`src/rtl/one_wire_bit_engine_if.sv`:
```
// Command/response handshake and open-drain pad signals between the
// 1-Wire command sequencer (master) and the bit-slot engine (slave).
interface one_wire_bit_engine_if;
  logic       cmd_valid;
  logic       cmd_ready;
  logic [1:0] cmd_op;
  logic       tx_bit;
  logic [7:0] tx_byte;
  logic       rsp_valid;
  logic       rsp_bit;
  logic [7:0] rsp_byte;
  logic       presence;
  logic       rsp_err;
  logic       data_in;
  logic       data_out;
  logic       data_oe;

  modport master (
    output cmd_valid, cmd_op, tx_bit, tx_byte, data_in,
    input  cmd_ready, rsp_valid, rsp_bit, rsp_byte, presence, rsp_err,
           data_out, data_oe
  );

  modport slave (
    input  cmd_valid, cmd_op, tx_bit, tx_byte, data_in,
    output cmd_ready, rsp_valid, rsp_bit, rsp_byte, presence, rsp_err,
           data_out, data_oe
  );
endinterface

```
`src/rtl/one_wire_bit_engine.sv`:
```
// 1-Wire bit-slot engine: turns reset / bit / byte requests into exact
// open-drain bus waveforms and returns presence, sampled bits and bytes.
module one_wire_bit_engine #(
  parameter int CLKS_PER_US = 50
) (
  input logic                  clk,
  input logic                  rst_n,
  one_wire_bit_engine_if.slave bus
);
  localparam int N  = CLKS_PER_US;
  localparam int CW = $clog2(480 * N) + 1;
  typedef logic [CW-1:0] cnt_t;

  // Terminal counts are "length - 1": the counter restarts at 0 on phase entry.
  localparam cnt_t RST_END    = cnt_t'(480 * N - 1);
  localparam cnt_t PRES_AT    = cnt_t'(70 * N - 1);
  localparam cnt_t W0_LOW_END = cnt_t'(60 * N - 1);
  localparam cnt_t W0_REL_END = cnt_t'(10 * N - 1);
  localparam cnt_t W1_LOW_END = cnt_t'(6 * N - 1);
  localparam cnt_t W1_REL_END = cnt_t'(64 * N - 1);
  localparam cnt_t W0_SAMP    = cnt_t'(15 * N - 1);
  localparam cnt_t W1_SAMP    = cnt_t'(9 * N - 1);

  typedef enum logic [2:0] {
    IDLE, RST_LOW, RST_REL, SLOT_LOW, SLOT_REL
  } state_t;

  state_t     state;
  cnt_t       cnt;
  logic [1:0] sync;
  logic       oe, ready, rvld, rbit, pres, err, samp, is_byte;
  logic [7:0] rbyte, tx_sh, rx_sh;
  logic [2:0] slots_left;

  // tx_sh[0] is the type of the slot in flight: 1 = write-1/read, 0 = write-0.
  wire slot_one = tx_sh[0];

  always_ff @(posedge clk or negedge rst_n) begin
    if (!rst_n) begin
      state      <= IDLE;
      cnt        <= '0;
      sync       <= 2'b11;
      oe         <= 1'b0;
      ready      <= 1'b1;
      rvld       <= 1'b0;
      rbit       <= 1'b0;
      rbyte      <= 8'h00;
      pres       <= 1'b0;
      err        <= 1'b0;
      samp       <= 1'b0;
      is_byte    <= 1'b0;
      tx_sh      <= 8'h00;
      rx_sh      <= 8'h00;
      slots_left <= 3'd0;
    end else begin
      sync <= {sync[0], bus.data_in};
      rvld <= 1'b0;
      if (state != IDLE) cnt <= cnt + 1'b1;
      case (state)
        IDLE: if (bus.cmd_valid && ready) begin
          cnt        <= '0;
          oe         <= 1'b1;
          ready      <= 1'b0;
          is_byte    <= (bus.cmd_op == 2'd3);
          slots_left <= (bus.cmd_op == 2'd3) ? 3'd7 : 3'd0;
          case (bus.cmd_op)
            2'd0:    tx_sh <= 8'h00;
            2'd1:    tx_sh <= {7'd0, bus.tx_bit};
            2'd2:    tx_sh <= 8'h01;
            default: tx_sh <= bus.tx_byte;
          endcase
          state <= (bus.cmd_op == 2'd0) ? RST_LOW : SLOT_LOW;
        end
        RST_LOW: if (cnt == RST_END) begin
          state <= RST_REL;
          cnt   <= '0;
          oe    <= 1'b0;
        end
        RST_REL: begin
          if (cnt == PRES_AT) pres <= ~sync[1];
          if (cnt == RST_END) begin
            state <= IDLE;
            ready <= 1'b1;
            rvld  <= 1'b1;
            err   <= ~sync[1];
          end
        end
        SLOT_LOW: begin
          // A write-0 slot reaches its sample point while still driving low.
          if (!slot_one && cnt == W0_SAMP) samp <= sync[1];
          if (cnt == (slot_one ? W1_LOW_END : W0_LOW_END)) begin
            state <= SLOT_REL;
            cnt   <= '0;
            oe    <= 1'b0;
          end
        end
        SLOT_REL: begin
          if (slot_one && cnt == W1_SAMP) samp <= sync[1];
          if (cnt == (slot_one ? W1_REL_END : W0_REL_END)) begin
            if (slots_left == 3'd0) begin
              state <= IDLE;
              ready <= 1'b1;
              rvld  <= 1'b1;
              if (is_byte) rbyte <= {samp, rx_sh[7:1]};
              else         rbit  <= samp;
            end else begin
              slots_left <= slots_left - 1'b1;
              tx_sh      <= {1'b0, tx_sh[7:1]};
              rx_sh      <= {samp, rx_sh[7:1]};
              state      <= SLOT_LOW;
              cnt        <= '0;
              oe         <= 1'b1;
            end
          end
        end
        default: state <= IDLE;
      endcase
    end
  end

  assign bus.cmd_ready = ready;
  assign bus.rsp_valid = rvld;
  assign bus.rsp_bit   = rbit;
  assign bus.rsp_byte  = rbyte;
  assign bus.presence  = pres;
  assign bus.rsp_err   = err;
  assign bus.data_oe   = oe;
  assign bus.data_out  = ~oe;
endmodule
```
`src/flat_wrapper.sv`:
```
// flat-port wrapper written by rule: the top's interface ports become plain ports
module one_wire_bit_engine_flat 
#(
  parameter int CLKS_PER_US = 50
)
  (clk, rst_n, bus_cmd_valid, bus_cmd_op, bus_tx_bit, bus_tx_byte, bus_data_in, bus_cmd_ready, bus_rsp_valid, bus_rsp_bit, bus_rsp_byte, bus_presence, bus_rsp_err, bus_data_out, bus_data_oe);
  one_wire_bit_engine_if bus_i ();
  input logic clk;
  input logic rst_n;
  input wire logic [$bits(bus_i.cmd_valid)-1:0] bus_cmd_valid;
  input wire logic [$bits(bus_i.cmd_op)-1:0] bus_cmd_op;
  input wire logic [$bits(bus_i.tx_bit)-1:0] bus_tx_bit;
  input wire logic [$bits(bus_i.tx_byte)-1:0] bus_tx_byte;
  input wire logic [$bits(bus_i.data_in)-1:0] bus_data_in;
  output wire logic [$bits(bus_i.cmd_ready)-1:0] bus_cmd_ready;
  output wire logic [$bits(bus_i.rsp_valid)-1:0] bus_rsp_valid;
  output wire logic [$bits(bus_i.rsp_bit)-1:0] bus_rsp_bit;
  output wire logic [$bits(bus_i.rsp_byte)-1:0] bus_rsp_byte;
  output wire logic [$bits(bus_i.presence)-1:0] bus_presence;
  output wire logic [$bits(bus_i.rsp_err)-1:0] bus_rsp_err;
  output wire logic [$bits(bus_i.data_out)-1:0] bus_data_out;
  output wire logic [$bits(bus_i.data_oe)-1:0] bus_data_oe;
  assign bus_i.cmd_valid = bus_cmd_valid;
  assign bus_i.cmd_op = bus_cmd_op;
  assign bus_i.tx_bit = bus_tx_bit;
  assign bus_i.tx_byte = bus_tx_byte;
  assign bus_i.data_in = bus_data_in;
  assign bus_cmd_ready = bus_i.cmd_ready;
  assign bus_rsp_valid = bus_i.rsp_valid;
  assign bus_rsp_bit = bus_i.rsp_bit;
  assign bus_rsp_byte = bus_i.rsp_byte;
  assign bus_presence = bus_i.presence;
  assign bus_rsp_err = bus_i.rsp_err;
  assign bus_data_out = bus_i.data_out;
  assign bus_data_oe = bus_i.data_oe;
  one_wire_bit_engine #(.CLKS_PER_US(CLKS_PER_US)) u_core (.clk(clk), .rst_n(rst_n), .bus(bus_i));
endmodule
```
`config.mk`:
```
export PLATFORM = sky130hd
export DESIGN_NAME = one_wire_bit_engine_flat
export DESIGN_NICKNAME = d
export VERILOG_FILES = /design/src/rtl/one_wire_bit_engine_if.sv /design/src/rtl/one_wire_bit_engine.sv /design/src/flat_wrapper.sv
export SDC_FILE = /design/constraint.sdc
export NUM_CORES = 1
export LEC_CHECK = 0
export CAP_MARGIN = 20
export CELL_PAD_IN_SITES_DETAIL_PLACEMENT = 1
export CELL_PAD_IN_SITES_GLOBAL_PLACEMENT = 1
export CORE_MARGIN = 4
export CORE_UTILIZATION = 46
export CTS_BUF_LIST = sky130_fd_sc_hd__clkbuf_4
export CTS_CLUSTER_SIZE = 16
export DETAILED_ROUTE_END_ITERATION = 10
export PLACE_DENSITY_LB_ADDON = 0.1
export SLEW_MARGIN = 0
export SYNTH_ARGS = -nofsm -noshare
export SYNTH_HDL_FRONTEND = slang
export SYNTH_SLANG_ARGS = --single-unit
```
`constraint.sdc`:
```
create_clock -name clk -period 2.9 [get_ports clk]
set_clock_uncertainty 0.15 [all_clocks]
set_input_delay 0.58 -clock clk [delete_from_list [all_inputs] [get_ports clk]]
set_output_delay 0.58 -clock clk [all_outputs]
set_load 0.005 [all_outputs]
```
After elaboration in Yosys (flattened, before gate mapping)
Index checks and enable logic that the tools add are counted.

cells by class
  add/subtract/negate cells = 2
  eq/ne operators = 22
  multiplexer cells = 45
  bitwise operators = 4
  reduce and logical (&&, ||, !) cells = 23

operators by type and width
  cell                                                                      count
  16-bit 2-to-1 mux                                                         6
  16-bit one-hot mux with 4 select lines                                    1
  16-bit equality test                                                      2
  3-bit 2-to-1 mux                                                          9
  12-bit 2-to-1 mux                                                         2
  8-bit 2-to-1 mux                                                          3
  8-bit one-hot mux with 3 select lines                                     1
  16-bit by 1-bit adder with 16-bit output (second input constant)          1
  16-bit by 10-bit equality test with 1-bit output (second input constant)  1
  16-bit by 12-bit equality test with 1-bit output (second input constant)  1
  16-bit by 15-bit equality test with 1-bit output (second input constant)  1
  16-bit by 9-bit equality test with 1-bit output (second input constant)   1
  2-bit by 1-bit != test with 1-bit output (second input constant)          8
  8-bit one-hot mux with 2 select lines                                     1
  3-bit one-hot mux with 5 select lines                                     1
  1-bit 2-to-1 mux                                                          14
  4-bit AND reduction                                                       3
  5-bit AND reduction                                                       2
  3-bit by 2-bit equality test with 1-bit output (second input constant)    2
  3-bit zero test                                                           2
  3-bit one-hot mux with 2 select lines                                     1
  2-bit AND reduction                                                       3
  3-bit AND reduction                                                       2
  6-bit AND reduction                                                       1
  17 further kinds                                                          27

word-level totals
  register bits = 56
  output and inout bits = 15
  logic and storage cells = 111

Depth between registers and ports, before layout
  depth in word-level cells = 5
  depth in mapped cells = 9
  depth with buffers taken out = 8

Least setup slack after synthesis
OpenSTA, ideal clock, no wires.

  kind = register to register
  start point = register u_core.cnt[0]
  end point = register u_core.cnt[6]
  data arrival time = 1986 ps
  required time = 2619 ps
  path slack = 633 ps
  stages on the path, launching flop included = 9
  buffers on the path = 1
  clock period less this slack = 2267 ps
  cell sequence = dfrtp_1 ha_1 and4b_1 a41oi_2 a211o_1 or3b_1 buf_6 nor2_8 o22ai_2

on the way
  word-level cells in the longest chain between the ends = 5
  elaborated cells on any way between the ends = 11

RTL lines
  what                                        line                        source
  from (decl)                                 one_wire_bit_engine.sv:29   cnt_t cnt;
  from (signal assigned)                      one_wire_bit_engine.sv:58   if (state != IDLE) cnt <= cnt + 1'b1;
  16-bit by 1-bit adder with 16-bit output    one_wire_bit_engine.sv:58
  16-bit 2-to-1 mux                           one_wire_bit_engine.sv:58
  16-bit 2-to-1 mux                           one_wire_bit_engine.sv:100  if (slots_left == 3'd0) begin
  16-bit 2-to-1 mux                           one_wire_bit_engine.sv:99   if (cnt == (slot_one ? W1_REL_END : W0_REL_END)) begin
  16-bit one-hot mux with 4 select lines (*)  one_wire_bit_engine.sv:59   case (state)

Every way passes the cells marked *; elsewhere a longest branch is shown, timed or not.
A chain may end at the register's enable or synchronous reset.

Final worst setup path
  start point = register u_core.cnt[0]
  end point = register u_core.cnt[3]

Same word-level chain as after synthesis.

==> flow_summary.yaml <==
cts:
  cts-resized-gates: 0
  cts-root-buf: "clkbuf_4"
  clk_pin_slew_ns: 0.16
  clock_sinks: 55
  cts_htree_levels: 2
  cts_inserted_buffers: 5
  tritoncts: "done"
  clock_path_buffers: 2
  clk_latency_ns: 0.38
sta:
  fin_ws_ns: 0.314
  tightest_slew_ns: 0.510
  rsz0062_at_grt: "false"
  relSlewSlack_pct: 66.0
  tns_ns: 0
  finalSetupViolations: 0
  slew_viol_final: 0
  final.period_utilization_pct: 89.2
  fmax_ghz: 0.387
  fin_crit_ns: 2.59
  hold_viol: 0
place:
  place_inst: 385
  io_buffers: 29
  place_congestion: 0.861
  place_ws_ns: 0.355
  dpl.hpwl_um: 5310
synth:
  syn_nets: 302
  synth_most_common_cell: "dfrtp_1"
  synth_flop_cell: "dfrtp_1"
  avgSynthCellArea_um2: 10.5
  yosys_warnings: 0
  synth_edf_count: 0
  postSynthCellCount: 283
  synth_top_area_cell: "dfrtp_1"
  syn_area_um2: 2970
  netlist_top_cells_area: "dfrtp_1 (44%), mux2_2 (6.8%), nand2_1 (3.7%), dfstp_2 (2.7%), a21oi_1 (1.9%)"
  synthArstFlopShare_pct: 100
  synth_top_area_share_pct: 43.8
  ys_seq_area_share_pct: 46.5
  synth_seq_cells: 55
  synthTopCellsByCount: "dfrtp_1 (52), nand2_1 (29), mux2_2 (18), a21oi_1 (11), nor2_1 (11)"
  synth_cell_types: 61
critical_path:
  crit_fanout: 7
  crit_path_end_kind: "flip-flop"
  crit_family: "simple AND/OR/NAND/NOR gates"
  slowest_delay_ns: 0.58
  start_kind: "flip-flop"
  crit_arrival_ns: 2.71
  crit_path_cell_trace: "ha_1 -> and4b_1 -> a41oi_2 -> a211o_1 -> or3b_1 -> nor2_8 -> o22ai_2"
  crit_buf_inv: 0
  crit_type: "flip-flop to flip-flop"
  crit_required_ns: 3.02
  cp_slowest_cell: "or3b_1"
floorplanning:
  core_area_um2: 6310
  ios: 30
  num_rows: 29
  die_h_um: 88.3
  start_util_pct: 47.0
  dieArea_um2: 7800
  fp.dieW_um: 88.3
grt:
  grt_overflow: 0
  grt_max_degree: 24
  grt_first_pass_wirelength_um: 12300
  track_usage_pct: 20.3
  first_global_vias: 2459
  antenna_found_initial: 0
finish:
  fin_cells: 394
  num-nets-final: 335
  fin_util_pct: 54.5
  regArea_um2: 1380
  diodes: 0
  drive_above_1_share_pct: 19.9
  multi_input_area_um2: 1460
  fillers: 725
  syn2layout_area_growth_pct: 15.9
power:
  power.density_nw_per_um2: 363
  leakagePower_nw: 1.46
  max-vdd-ir-drop_mv: 0.185
  power.total_w: 0.00125
routing:
  drt_iter0_drc: 92
  drtPass1Iterations: 4
  vias_per_cell: 5.91
  routedWlPerCell_um: 18.3
  ant_nets: 0
  drc: 0
  vias: 2328
  drt-total-wl_um: 7200
job:
  max-cap-violations: 0
hold_path:
  hold_path_class: "flip-flop to flip-flop"
run_status:
  status: "complete, no violations"
flip-flops by register name, indices dropped and copies added (netlist names):
signal                cells
u_core.bus.cmd_ready      1
u_core.bus.data_oe        1
u_core.bus.presence       1
u_core.bus.rsp_bit        1
u_core.bus.rsp_byte       8
u_core.bus.rsp_err        1
u_core.bus.rsp_valid      1
u_core.cnt               16
u_core.is_byte            1
u_core.rx_sh              7
u_core.samp               1
u_core.slots_left         3
u_core.state              3
u_core.sync               2
u_core.tx_sh              8
path summary, 6_finish.rpt:
path | start | end | slack (ns) | cells past startpoint
worst min register to register | u_core.sync[0]$_DFF_PN1_ | u_core.sync[1]$_DFF_PN1_ | 0.22 | 0
min in group asynchronous | rst_n | u_core.state[0]$_DFFE_PN0P_ | 0.52 | 2
worst max-delay path | u_core.cnt[0]$_DFF_PN0_ | u_core.cnt[3]$_DFF_PN0_ | 0.31 | 7
worst max register to register | u_core.cnt[0]$_DFF_PN0_ | u_core.cnt[3]$_DFF_PN0_ | 0.31 | 7
worst min-delay path | u_core.sync[0]$_DFF_PN1_ | u_core.sync[1]$_DFF_PN1_ | 0.22 | 0
max in group asynchronous | rst_n | u_core.cnt[0]$_DFF_PN0_ | 1.44 | 3
stage by stage:
| stage | hold slack [ns] | cell area (um^2) |
|---|---|---|
| final | 0.222 | 3440 |
| after global routing | 0.230 | 3440 |
| after CTS | 0.225 | 3440 |
| after detailed placement | 0.204 | 3350 |
| after global placement | 0.197 | 3350 |
| after floorplan | 0.134 | 2970 |
timing repair:
item                      in CTS  in global routing
buffers inserted               0                  0
hold buffers                   1                  0
hold endpoints to repair      17                  0
cells in the final DEF (no fill, tap or decap), types with 2 or more instances in the layout:
cell	Yosys	layout
or3_1	5	5
dfstp_2	3	3
and3b_1	2	2
dfrtp_1	52	52
nor3_1	5	5
nor2_1	11	11
o211ai_1	3	3
nor4_1	3	3
a22oi_1	7	7
o31ai_1	2	2
a31oi_1	5	5
nand2_1	29	29
o21ai_2	3	3
o21a_1	4	4
nand3b_1	2	2
nor2b_1	6	6
clkbuf_4	0	5
or3b_1	2	2
nand4_1	4	4
and3_1	3	3
nor4b_1	3	3
buf_4	3	14
xnor2_1	5	5
nand3_1	8	8
and4b_1	2	2
mux2_2	18	18
and2_1	3	3
mux2i_1	3	3
o21ai_1	10	10
ha_1	4	4
a211oi_1	2	2
o21ai_0	10	10
inv_1	7	7
a21oi_1	11	11
o22ai_2	2	2
nand2b_1	2	2
nor4_4	2	2
clkdlybuf4s50_1	0	28
cell families after synthesis:
kind of cell	count (synthesis)	synth area share, %
adder cells (fa/ha/maj)	4	1.69
multiplexers	21	7.84
buffers and inverters	25	4.43
XOR/XNOR	5	1.48
AO/OA/AOI/OAI	70	16.6
flip-flops	55	46.5
AND/OR/NAND/NOR	103	21.5
power by group:
part           internal, W  switching, W
combinational    0.0000191     0.0000222
clock             0.000182      0.000254
sequential        0.000770   0.000000780
total             0.000971      0.000277
area by class of cell:
cell class / count / share of cell area, %
Inverter: 7 / 0.764
Sequential cell: 55 / 40.1
Timing Repair Buffer: 44 / 11.6
Tap cell: 77 / 2.80
Clock inverter: 3 / 1.27
Clock buffer: 5 / 1.09
Multi-Input combinational cell: 203 / 42.3
layer usage:
| layer | part of all wire, % | GRT usage [%] | up-vias |
|---|---|---|---|
| met4 | 1.3 | 6.46 | 0 |
| li1 | - | - | 1099 |
| met3 | 3.7 | 3.54 | 11 |
| met5 | 0 | 0 | - |
| met2 | 47 | 32.6 | 46 |
| met1 | 48 | 27.9 | 1172 |
(Power assumes the default switching activity.)
